--- config.mk ---
export PLATFORM = sky130hd
export DESIGN_NAME = clock_time_counter
export DESIGN_NICKNAME = d
export VERILOG_FILES = /design/src/rtl/clock_time_counter.sv
export SDC_FILE = /design/constraint.sdc
export NUM_CORES = 1
export LEC_CHECK = 0
export CAP_MARGIN = 20
export CELL_PAD_IN_SITES_DETAIL_PLACEMENT = 1
export CELL_PAD_IN_SITES_GLOBAL_PLACEMENT = 2
export CORE_UTILIZATION = 24
export DETAILED_ROUTE_END_ITERATION = 10
export PLACE_DENSITY = 0.81
export SLEW_MARGIN = 30
export SYNTH_ARGS = -nofsm -noshare
export SYNTH_HDL_FRONTEND = slang
export SYNTH_SLANG_ARGS = --single-unit
--- constraint.sdc ---
create_clock -name clk -period 2.1 [get_ports clk]
set_clock_uncertainty 0.2 [all_clocks]
set_input_delay 0.315 -clock clk [delete_from_list [all_inputs] [get_ports clk]]
set_output_delay 0.315 -clock clk [all_outputs]
set_load 0.02 [all_outputs]
--- src/rtl/clock_time_counter.sv ---
// 24-hour BCD time-of-day counter (HH:MM:SS) advanced by a 1 Hz tick.
// Supports parallel load with validation, set-mode adjustment and rollover pulses.
module clock_time_counter #(
    parameter logic [7:0] RST_HOUR = 8'h00,
    parameter logic [7:0] RST_MIN  = 8'h00,
    parameter logic [7:0] RST_SEC  = 8'h00
) (
    input  logic       clk,
    input  logic       rst,
    input  logic       tick,
    input  logic       set_en,
    input  logic       inc_h,
    input  logic       inc_m,
    input  logic       load,
    input  logic [7:0] load_h,
    input  logic [7:0] load_m,
    input  logic [7:0] load_s,
    output logic [7:0] hour,
    output logic [7:0] min,
    output logic [7:0] sec,
    output logic       min_cy,
    output logic       hour_cy,
    output logic       day_cy,
    output logic       load_err
);

    logic [7:0] r_hour, r_min, r_sec;
    logic       r_min_cy, r_hour_cy, r_day_cy, r_load_err;

    logic [7:0] w_hour_nxt, w_min_nxt, w_sec_nxt;
    logic       w_min_cy_nxt, w_hour_cy_nxt, w_day_cy_nxt, w_load_err_nxt;
    logic       w_load_ok;
    logic       w_sec_wrap, w_min_wrap, w_hour_wrap;

    // Wraps to 00 at max_v; otherwise a units 9 rolls into the tens digit.
    function automatic logic [7:0] bcd_inc(input logic [7:0] v, input logic [7:0] max_v);
        if (v == max_v)
            return 8'h00;
        else if (v[3:0] == 4'd9)
            return {v[7:4] + 4'd1, 4'd0};
        else
            return {v[7:4], v[3:0] + 4'd1};
    endfunction

    function automatic logic bcd_ok(input logic [7:0] v, input logic [7:0] max_v);
        return (v[7:4] <= 4'd9) && (v[3:0] <= 4'd9) && (v <= max_v);
    endfunction

    assign w_load_ok   = bcd_ok(load_h, 8'h23) && bcd_ok(load_m, 8'h59) && bcd_ok(load_s, 8'h59);
    assign w_sec_wrap  = (r_sec == 8'h59);
    assign w_min_wrap  = w_sec_wrap && (r_min == 8'h59);
    assign w_hour_wrap = w_min_wrap && (r_hour == 8'h23);

    // NOTE: every comb output gets a default first so no path can infer a latch.
    always_comb begin
        w_hour_nxt     = r_hour;
        w_min_nxt      = r_min;
        w_sec_nxt      = r_sec;
        w_min_cy_nxt   = 1'b0;
        w_hour_cy_nxt  = 1'b0;
        w_day_cy_nxt   = 1'b0;
        w_load_err_nxt = 1'b0;

        if (load) begin
            if (w_load_ok) begin
                w_hour_nxt = load_h;
                w_min_nxt  = load_m;
                w_sec_nxt  = load_s;
            end else begin
                w_load_err_nxt = 1'b1;
            end
        end else if (set_en) begin
            w_sec_nxt = 8'h00;
            if (inc_m) w_min_nxt  = bcd_inc(r_min, 8'h59);
            if (inc_h) w_hour_nxt = bcd_inc(r_hour, 8'h23);
        end else if (tick) begin
            w_sec_nxt = bcd_inc(r_sec, 8'h59);
            if (w_sec_wrap) begin
                w_min_nxt    = bcd_inc(r_min, 8'h59);
                w_min_cy_nxt = 1'b1;
            end
            if (w_min_wrap) begin
                w_hour_nxt    = bcd_inc(r_hour, 8'h23);
                w_hour_cy_nxt = 1'b1;
            end
            w_day_cy_nxt = w_hour_wrap;
        end
    end

    // NOTE: sequential state uses non-blocking assignments so all registers update together.
    always_ff @(posedge clk) begin
        if (!rst) begin
            r_hour     <= RST_HOUR;
            r_min      <= RST_MIN;
            r_sec      <= RST_SEC;
            r_min_cy   <= 1'b0;
            r_hour_cy  <= 1'b0;
            r_day_cy   <= 1'b0;
            r_load_err <= 1'b0;
        end else begin
            r_hour     <= w_hour_nxt;
            r_min      <= w_min_nxt;
            r_sec      <= w_sec_nxt;
            r_min_cy   <= w_min_cy_nxt;
            r_hour_cy  <= w_hour_cy_nxt;
            r_day_cy   <= w_day_cy_nxt;
            r_load_err <= w_load_err_nxt;
        end
    end

    assign hour     = r_hour;
    assign min      = r_min;
    assign sec      = r_sec;
    assign min_cy   = r_min_cy;
    assign hour_cy  = r_hour_cy;
    assign day_cy   = r_day_cy;
    assign load_err = r_load_err;

endmodule

==> run metrics <==
Reg2Reg Setup Slack -0.05 ns; wire per inst ~16 um; Final Hold Viols 0; worst skew pair latency 0.29 ns; IO Count 59; commonest cells in the netlist 32 x nand2_1, 28 x dfxtp_1, 17 x a21oi_1, 17 x o21ai_0, 15 x nor2_1; slowest CP cell or4b_4; Final Max Tran Viols 0; worst-path maximum fanout 4; Tot Pwr 1.521 mW; maxcap violations 0; Clk pwr share roughly 30%; I/O Buffers just under 60; WP data required a little over 2 ns; DIE WIDTH between 90 and 100 um; Worst Hold Depth 5; Seq pwr share 37.8%; YS warnings 0; Syn-to-layout area delta 75.97%; Avg Inst Size Synth a little over 8 sq um; count leader, synth nand2_1; pwr dens around 450 nW/um^2; switch share 29.77%; power share of the combinational group between 30% and 40%; asr flop ratio synth 0%; relative slew slack 53.21%; htree depth 1; Slew @ Worst Pin 0.7011 ns; largest net degree at the start of global routing 17; Switching Power 452.9 uW; FF+latch count, synth 28; Layout Nets roughly 400; library cells used by synthesis 51; crit path cell chain inv_2, ha_4, or4b_4, o211ai_4, o21ai_1, o311ai_2, o31ai_2; CTS tree built; Antenna Nets Post-Route 0; status finished with violations; failing checks negative setup slack; total CTS buffers 3; initial DRC count 61; Starting Density 24.94%; VDD IR max approximately 0.00025 V; Hold Crit Class in2reg; CTS root buf clkbuf_8; top cell type's share of synthesized area just under 30%; die span in y a little over 90 um; Setup CP Type reg2reg; total grt overflow 0; GPL Wtd Cong roughly 0.8; drt first pass iters 4; initial antenna violation count 0; maximum clock frequency 464.1 MHz; vias between 2000 and 2500; Syn Inst Count 239; clock sinks 28; layout cells sized above 1 a little under a third; min-delay src load_h[4]; Post-synth EDFFs 0; Internal Power between 1 and 1.5 mW; Hold EP hour[4]; area of the core between 7000 and 8000 sq um; Detailed Place HPWL between 5000 and 6000 um; routed vias/inst ~5.0; first-pass GRT wire length 12280 um; vias in the first global route 2364; Final min period ~2.2 ns; Crit path largest cell delay approximately 0.5 ns; setup TNS -0.1122 ns; Total Wirelength approximately 7500 um; Clock Path Buffers 2; final setup margin -0.05472 ns; arrival time worst endpoint about 2.1 ns; Synth Flop Type dfxtp_1; RR Endpoint hour[6]; sequential-to-total area share from yosys stat roughly 29%; crit start category flip-flop; RSZ-0062 raised after global routing yes; Rows 32; Antenna diodes 0; endpoints failing setup 4; die area roughly 8400 sq um; Synth Cell Area roughly 1900 sq um; Setup crit end kind flip-flop; clock-pin slew on the worst setup and hold paths about 0.1 ns; cells on worst reg2reg path 7; DRC 0; post-synth top area cell dfxtp_1; post-synth net total ~280; Overall Global Routing Usage a little under a fifth; leak pwr ~1.4 nW; final period utilization 102.6%; worst r2r src hour[4]; top post-synthesis cells by area dfxtp_1 29%, ha_1 7.8%, nand2_1 6.2%
[power groups by stage]
stage	clock, mW	combinational, mW	sequential (mW)
floorplan	0	0.155	0.629
global placement	0	0.437	0.585
detailed placement	0	0.445	0.586
CTS	0.450	0.484	0.574
global route	0.478	0.543	0.579
finish	0.446	0.500	0.576
[stage by stage]
stage / utilization (%) / setup WS, ns / cells / hold WS (ns) / instance area (sq um)
4_1_cts: 42.36 / -0.006337 / 459 / 0.3389 / 3273
3_3_place_gp: 39.51 / -0.3662 / 449 / 0.3145 / 3053
5_1_grt: 43.88 / -0.1272 / 460 / 0.3019 / 3391
3_5_place_dp: 39.51 / -0.4708 / 449 / 0.3234 / 3053
6_report: 43.88 / -0.05472 / 460 / 0.2797 / 3391
2_1_floorplan: - / -0.01873 / 239 / 0.2859 / 1933
[layer usage]
layer,vias to the layer above,track usage (%),share of wire [%]
li1,1123,-,-
met1,1118,23.61,45
met2,46,32.64,51
met3,4,2.596,3.0
met4,0,4.101,0.88
met5,-,0,0
[flip-flops by register name, summed over array words and instances, names as in the netlist]
name and cells:
load_err 1, hour_cy 1, min_cy 1, day_cy 1, hour 8, min 8
sec 8
[timing repair]
action / CTS / global route
hold buffers: 0 / 0
setup endpoints to repair: 21 / 24
pin swaps: 8 / 6
setup buffers: 5 / 1
resized for setup: 29 / 32
gates cloned: 1 / 0
[worst max-delay path: cells and delay by family, from the launching register on]
kind | cells | cell delay (ns)
AOI/OAI and AO/OA | 4 | 0.83
and+or+nand+nor | 1 | 0.49
DFF | 1 | 0.34
adders and majority gates | 1 | 0.11
buffers and inverters | 1 | 0.06
[cells in the final DEF (no fill, tap or decap), drive strengths merged, types with 5 or more instances in the layout]
master,instances
dfxtp,28
nand3,9
dlymetal6s2s,9
o21ai,19
nand2,32
clkdlybuf4s50,47
inv,13
nor3,5
buf,70
a311oi,6
a211oi,7
ha,12
nor2,15
a21oi,17
[kinds of logic after synthesis]
logic type	share of synthesized area [%]
AO/OA/AOI/OAI	28.25
XOR/XNOR	2.273
adder cells (fa/ha/maj)	7.792
buffers and inverters	5.715
flip-flops	29.09
multiplexers	2.078
AND/OR/NAND/NOR	24.81
[final cells by class]
cell class / count / area [sq um]
repair buffers: 128 / 1145
well taps: 102 / 127.6
multi-input cells: 185 / 1430
clock inverters: 1 / 30.03
inverters: 13 / 48.80
fillers: 913 / 4337
flip-flops and latches: 28 / 568.0
clock buffers: 3 / 41.29
[how the worst max path moves through the flow]
stage | start | to | cells past startpoint
2_1_floorplan | sec[1] | hour[0] | 7
3_3_place_gp | load_h[4] | sec[5] | 6
3_5_place_dp | load_h[4] | hour[1] | 6
4_1_cts | hour[4] | hour[7] | 8
5_1_grt | hour[4] | hour[6] | 7
6_report | hour[4] | hour[6] | 7
No activity file was read; power rests on OpenSTA's default activity.
